$ cat src/rtl/hazard_stall_unit.sv
// hazard_stall_unit: ID-stage interlock for load-use, ID-compared branches and the
// multi-cycle multiply/divide unit, tracking EX/MEM destinations in its own shadow slots.
module hazard_stall_unit #(
    parameter int MD_LATENCY = 32,
    parameter int CNT_W      = 6
) (
    input  logic       clk,
    input  logic       reset,
    input  logic [4:0] rs,
    input  logic [4:0] rt,
    input  logic       UsesRsD,
    input  logic       UsesRtD,
    input  logic       RegWriteD,
    input  logic       MemtoRegD,
    input  logic [4:0] rwD,
    input  logic       BranchD,
    input  logic       MdStartD,
    input  logic       MdReadD,
    input  logic       FlushD,
    output logic       StallF,
    output logic       StallD,
    output logic       FlushE,
    output logic       MdBusy
);

    localparam logic [CNT_W-1:0] LP_MD_LOAD = CNT_W'(MD_LATENCY);
    localparam logic [CNT_W-1:0] LP_ONE     = CNT_W'(1);

    logic             r_ex_v;
    logic             r_ex_regwrite;
    logic             r_ex_memtoreg;
    logic [4:0]       r_ex_rw;
    logic             r_mem_v;
    logic             r_mem_regwrite;
    logic             r_mem_memtoreg;
    logic [4:0]       r_mem_rw;
    logic [CNT_W-1:0] r_mdcnt;

    logic w_match_ex;
    logic w_match_mem;
    logic w_lwstall;
    logic w_brstall;
    logic w_mdstall;
    logic w_md_nz;
    logic w_stall;
    logic w_accept;

    // Register 0 is hardwired, so a write to it can never create a dependency.
    function automatic logic src_match(input logic [4:0] x, input logic [4:0] a,
                                       input logic [4:0] b, input logic use_a,
                                       input logic use_b);
        return (x != 5'd0) && ((use_a && (x == a)) || (use_b && (x == b)));
    endfunction

    always_comb begin
        w_match_ex  = src_match(r_ex_rw, rs, rt, UsesRsD, UsesRtD);
        w_match_mem = src_match(r_mem_rw, rs, rt, UsesRsD, UsesRtD);
        w_md_nz     = (r_mdcnt != '0);
        w_lwstall   = r_ex_v && r_ex_memtoreg && w_match_ex;
        w_brstall   = BranchD && ((r_ex_v && r_ex_regwrite && w_match_ex) ||
                                  (r_mem_v && r_mem_memtoreg && w_match_mem));
        w_mdstall   = (MdReadD || MdStartD) && w_md_nz;
        w_stall     = !FlushD && (w_lwstall || w_brstall || w_mdstall);
        w_accept    = !w_stall && !FlushD;
    end

    assign StallF = w_stall;
    assign StallD = w_stall;
    assign FlushE = w_stall;
    assign MdBusy = w_md_nz;

    // NOTE: state registers use non-blocking assignments so every slot samples
    // the pre-edge values, letting EX shift into MEM in the same edge.
    always_ff @(posedge clk) begin
        if (reset) begin
            r_ex_v         <= 1'b0;
            r_ex_regwrite  <= 1'b0;
            r_ex_memtoreg  <= 1'b0;
            r_ex_rw        <= 5'd0;
            r_mem_v        <= 1'b0;
            r_mem_regwrite <= 1'b0;
            r_mem_memtoreg <= 1'b0;
            r_mem_rw       <= 5'd0;
            r_mdcnt        <= '0;
        end else begin
            if (w_accept) begin
                r_ex_v        <= 1'b1;
                r_ex_regwrite <= RegWriteD;
                r_ex_memtoreg <= MemtoRegD;
                r_ex_rw       <= rwD;
            end else begin
                r_ex_v        <= 1'b0;
                r_ex_regwrite <= 1'b0;
                r_ex_memtoreg <= 1'b0;
                r_ex_rw       <= 5'd0;
            end
            r_mem_v        <= r_ex_v;
            r_mem_regwrite <= r_ex_regwrite;
            r_mem_memtoreg <= r_ex_memtoreg;
            r_mem_rw       <= r_ex_rw;
            if (w_accept && MdStartD) begin
                r_mdcnt <= LP_MD_LOAD;
            end else if (w_md_nz) begin
                r_mdcnt <= r_mdcnt - LP_ONE;
            end
        end
    end

endmodule
$ cat config.mk
export PLATFORM = sky130hd
export DESIGN_NAME = hazard_stall_unit
export DESIGN_NICKNAME = d
export VERILOG_FILES = /design/src/rtl/hazard_stall_unit.sv
export SDC_FILE = /design/constraint.sdc
export NUM_CORES = 1
export LEC_CHECK = 0
export CAP_MARGIN = 5
export CORE_UTILIZATION = 49
export CTS_BUF_LIST = sky130_fd_sc_hd__clkbuf_4 sky130_fd_sc_hd__clkbuf_8
export DETAILED_ROUTE_END_ITERATION = 6
export MAX_ROUTING_LAYER = met4
export PLACE_DENSITY_LB_ADDON = 0.15
export SLEW_MARGIN = 5
export SYNTH_ARGS = -nofsm -noshare
export SYNTH_HDL_FRONTEND = slang
export SYNTH_SLANG_ARGS = --single-unit
$ cat constraint.sdc
create_clock -name clk -period 2.59 [get_ports clk]
set_clock_uncertainty 0.2 [all_clocks]
set_input_delay 0.3885 -clock clk [delete_from_list [all_inputs] [get_ports clk]]
set_output_delay 0.3885 -clock clk [all_outputs]
set_load 0.05 [all_outputs]
==> results.yml <==
cts:
  cts_tree: "done"
  htree_num_levels: 1
  holdBufCountCts: 0
  cts_root_buf: "clkbuf_4"
  cts_inserted_buffers: 3
  clk_latency_ns: 0.30
  cts_buffer_depth: 2
  clkSinkCount: 21
  clkTransAtPathRegs_ns: 0.11
logic_synthesis:
  synth-edff-count: 0
  synthTopCellsByArea: "dfxtp_1 (41%), xor2_1 (14%), xnor2_1 (5.9%), nor2b_1 (4.8%), nor2_1 (4.0%)"
  synthArstFlopShare_pct: 0
  synth_cell_types: 31
  synth-seq-cells: 21
  ys_seq_area_share_pct: 40.7
  synth_ff_type: "dfxtp_1"
  netlist.area_leader.share_pct: 40.7
  netlist_instances: 107
  syn_avg_cell_area_um2: 9.66
  synthTopCellsByCount: "dfxtp_1 (21), xor2_1 (16), nor2_1 (11)"
  ys_warn_count: 0
  syn_nets: 133
  synth_top_area_cell: "dfxtp_1"
  netlist_area_um2: 1030
  synth.most_common_cell: "dfxtp_1"
cells_and_area:
  finalCoreUtilization_pct: 82.2
  multi_input_area_um2: 669
  instances_no_fill: 183
  fillers: 118
  antenna_cells: 0
  synthToLayoutAreaGrowth_pct: 57.6
  seq_area_um2: 438
  nNetsFinal: 183
  drive_above_1_share_pct: 36.5
global_routing:
  grt_usage_pct: 25.0
  grt_pass1_vias: 904
  grt_max_degree: 13
  grt_pass1_wl_mm: 3.75
  grt_overflow: 0
  antenna_found_initial: 0
floorplan:
  fp-row-count: 16
  core_area_um2: 1980
  ios: 29
  initial_core_util_pct: 52.1
  die_w_um: 47.9
  die_h_um: 47.9
  fp.dieArea_um2: 2300
flow_run:
  drv_cap: 0
place:
  port_buffers: 28
  place_congestion: 0.759
  dp.cells: 165
  dp_slack_ns: -0.264
  hpwl_mm: 1.85
outcome:
  status: "complete, but fails checks"
  violations: "negative setup slack"
timing:
  hold_viol: 0
  period_share_pct: 102
  drv_slew: 0
  timing.slew.headroom_pct: 69.2
  rsz0062_at_grt: "true"
  tns_ns: -0.161
  setup_slack_ns: -0.0542
  finalCriticalPeriod_ns: 2.64
  setup_viol: 3
  finalHoldWorstSlack_ns: 0.281
  tightestPinTransition_ns: 0.460
  max_freq_ghz: 0.378
critical_path:
  critPathLaunchType: "flop"
  reg2reg_from: "r_mdcnt[0]$_SDFFE_PP0P_"
  crit_path_max_fanout: 4
  critPathRequiredTime_ns: 2.00
  cp_top_family: "simple AND/OR/NAND/NOR gates"
  r2r_slack_ns: 0.45
  max_stage_delay_ns: 0.52
  path_cells: "or4_4 -> o211ai_1 -> buf_4 -> o221ai_4 -> nor2b_4 -> buf_12"
  cp.arrival_ns: 2.06
  cp-end-kind: "output port"
  r2r_cells: 9
  cp_slowest_cell: "or4_4"
  path_buf_inv: 2
  crit-reg2reg-capture: "r_mdcnt[5]$_SDFFE_PP0P_"
  critPathKind: "reg -> out"
worst_hold_path:
  hold_depth: 1
  hold_end: "r_mem_memtoreg$_SDFF_PP0_"
  min_path_type: "reg -> reg"
  min_from: "r_ex_memtoreg$_SDFF_PP0_"
drt:
  drcViolationCount: 0
  viasPerCell: 5.22
  dr.pass1.iters: 4
  antenna_left: 0
  wirelength_mm: 2.79
  post_drt_wl_per_cell_um: 15.2
  drt_iter0_drc: 15
  dr_total_vias: 956
power_and_ir_drop:
  power_density_nw_per_um2: 908
  ir_drop_mv: 1.10
  p_leak_uw: 0.000688
==> kinds of logic after synthesis <==
group | synth area share (%)
fa+ha+maj | 1.21
compound gates | 9.93
mux | 1.09
xor+xnor | 19.5
flops | 40.7
simple gates | 24.7
buf+inv | 2.90
==> sequential cells by signal (all words and copies together) (netlist names) <==
signal / flops
r_ex_regwrite: 1
r_ex_v: 1
r_ex_memtoreg: 1
r_ex_rw: 5
r_mem_memtoreg: 1
r_mem_rw: 5
r_mdcnt: 6
r_mem_v: 1
==> worst max-delay path by stage <==
stage	start	endpoint	slack, ns	cells after the start
floorplan	r_mdcnt[1]$_SDFFE_PP0P_	StallD	0.002	9
global placement	rt[3]	FlushE	-0.21	7
detailed placement	rt[3]	FlushE	-0.26	7
CTS	r_ex_rw[0]$_SDFF_PP0_	FlushE	-0.04	6
global route	r_ex_rw[2]$_SDFF_PP0_	FlushE	-0.16	6
finish	r_ex_rw[2]$_SDFF_PP0_	FlushE	-0.05	6
==> stage by stage <==
stage          total power, uW  cell area, um^2
6_report                  1480             1630
5_1_grt                   1550             1630
4_1_cts                   1370             1530
3_5_place_dp              1150             1440
3_3_place_gp              1120             1440
2_1_floorplan              923             1080
==> repair_timing <==
| item | CTS | global route |
|---|---|---|
| pin swaps | 9 | 6 |
| setup buffers | 7 | 7 |
| resized for setup | 19 | 12 |
| endpoints found under the setup margin | 3 | 3 |
==> cells in the final DEF, fill, tap and decap left out, drive strengths merged, types with 4 or more instances in the layout <==
cell	instances
xnor2	7
dfxtp	21
nor2b	8
clkdlybuf4s50	14
nor4	4
nor3	6
xor2	16
nand2	7
nor2	11
buf	24
dlygate4sd2	9
==> power by group <==
part	internal [uW]	switching (uW)
Sequential	384	59.5
Clock	57.5	97.5
Combinational	467	413
==> worst reg2reg max path: stages, from the launching register on <==
cell,delay [ns]
dfxtp_2,0.35
inv_2,0.07
ha_4,0.14
or3b_4,0.39
nor3_4,0.18
inv_4,0.06
buf_4,0.15
nor3b_2,0.16
o221a_2,0.26
o21ba_1,0.14
==> layout make-up <==
class,instances,area share [%]
clock buffer,3,1.38
clock inverter,1,0.307
inverter,3,0.845
multi-input combinational,80,41.1
sequential,21,26.9
tap,27,2.07
timing repair buffer,48,27.4
==> per-layer routing <==
metal	up-vias	share of wire, %	track usage (%)
met2	26	52	41.9
met4	0	0.86	13.3
li1	465	-	-
met5	-	0	-
met1	461	45	28.9
met3	4	2.8	3.02
Power figures use the tool's default switching activity.
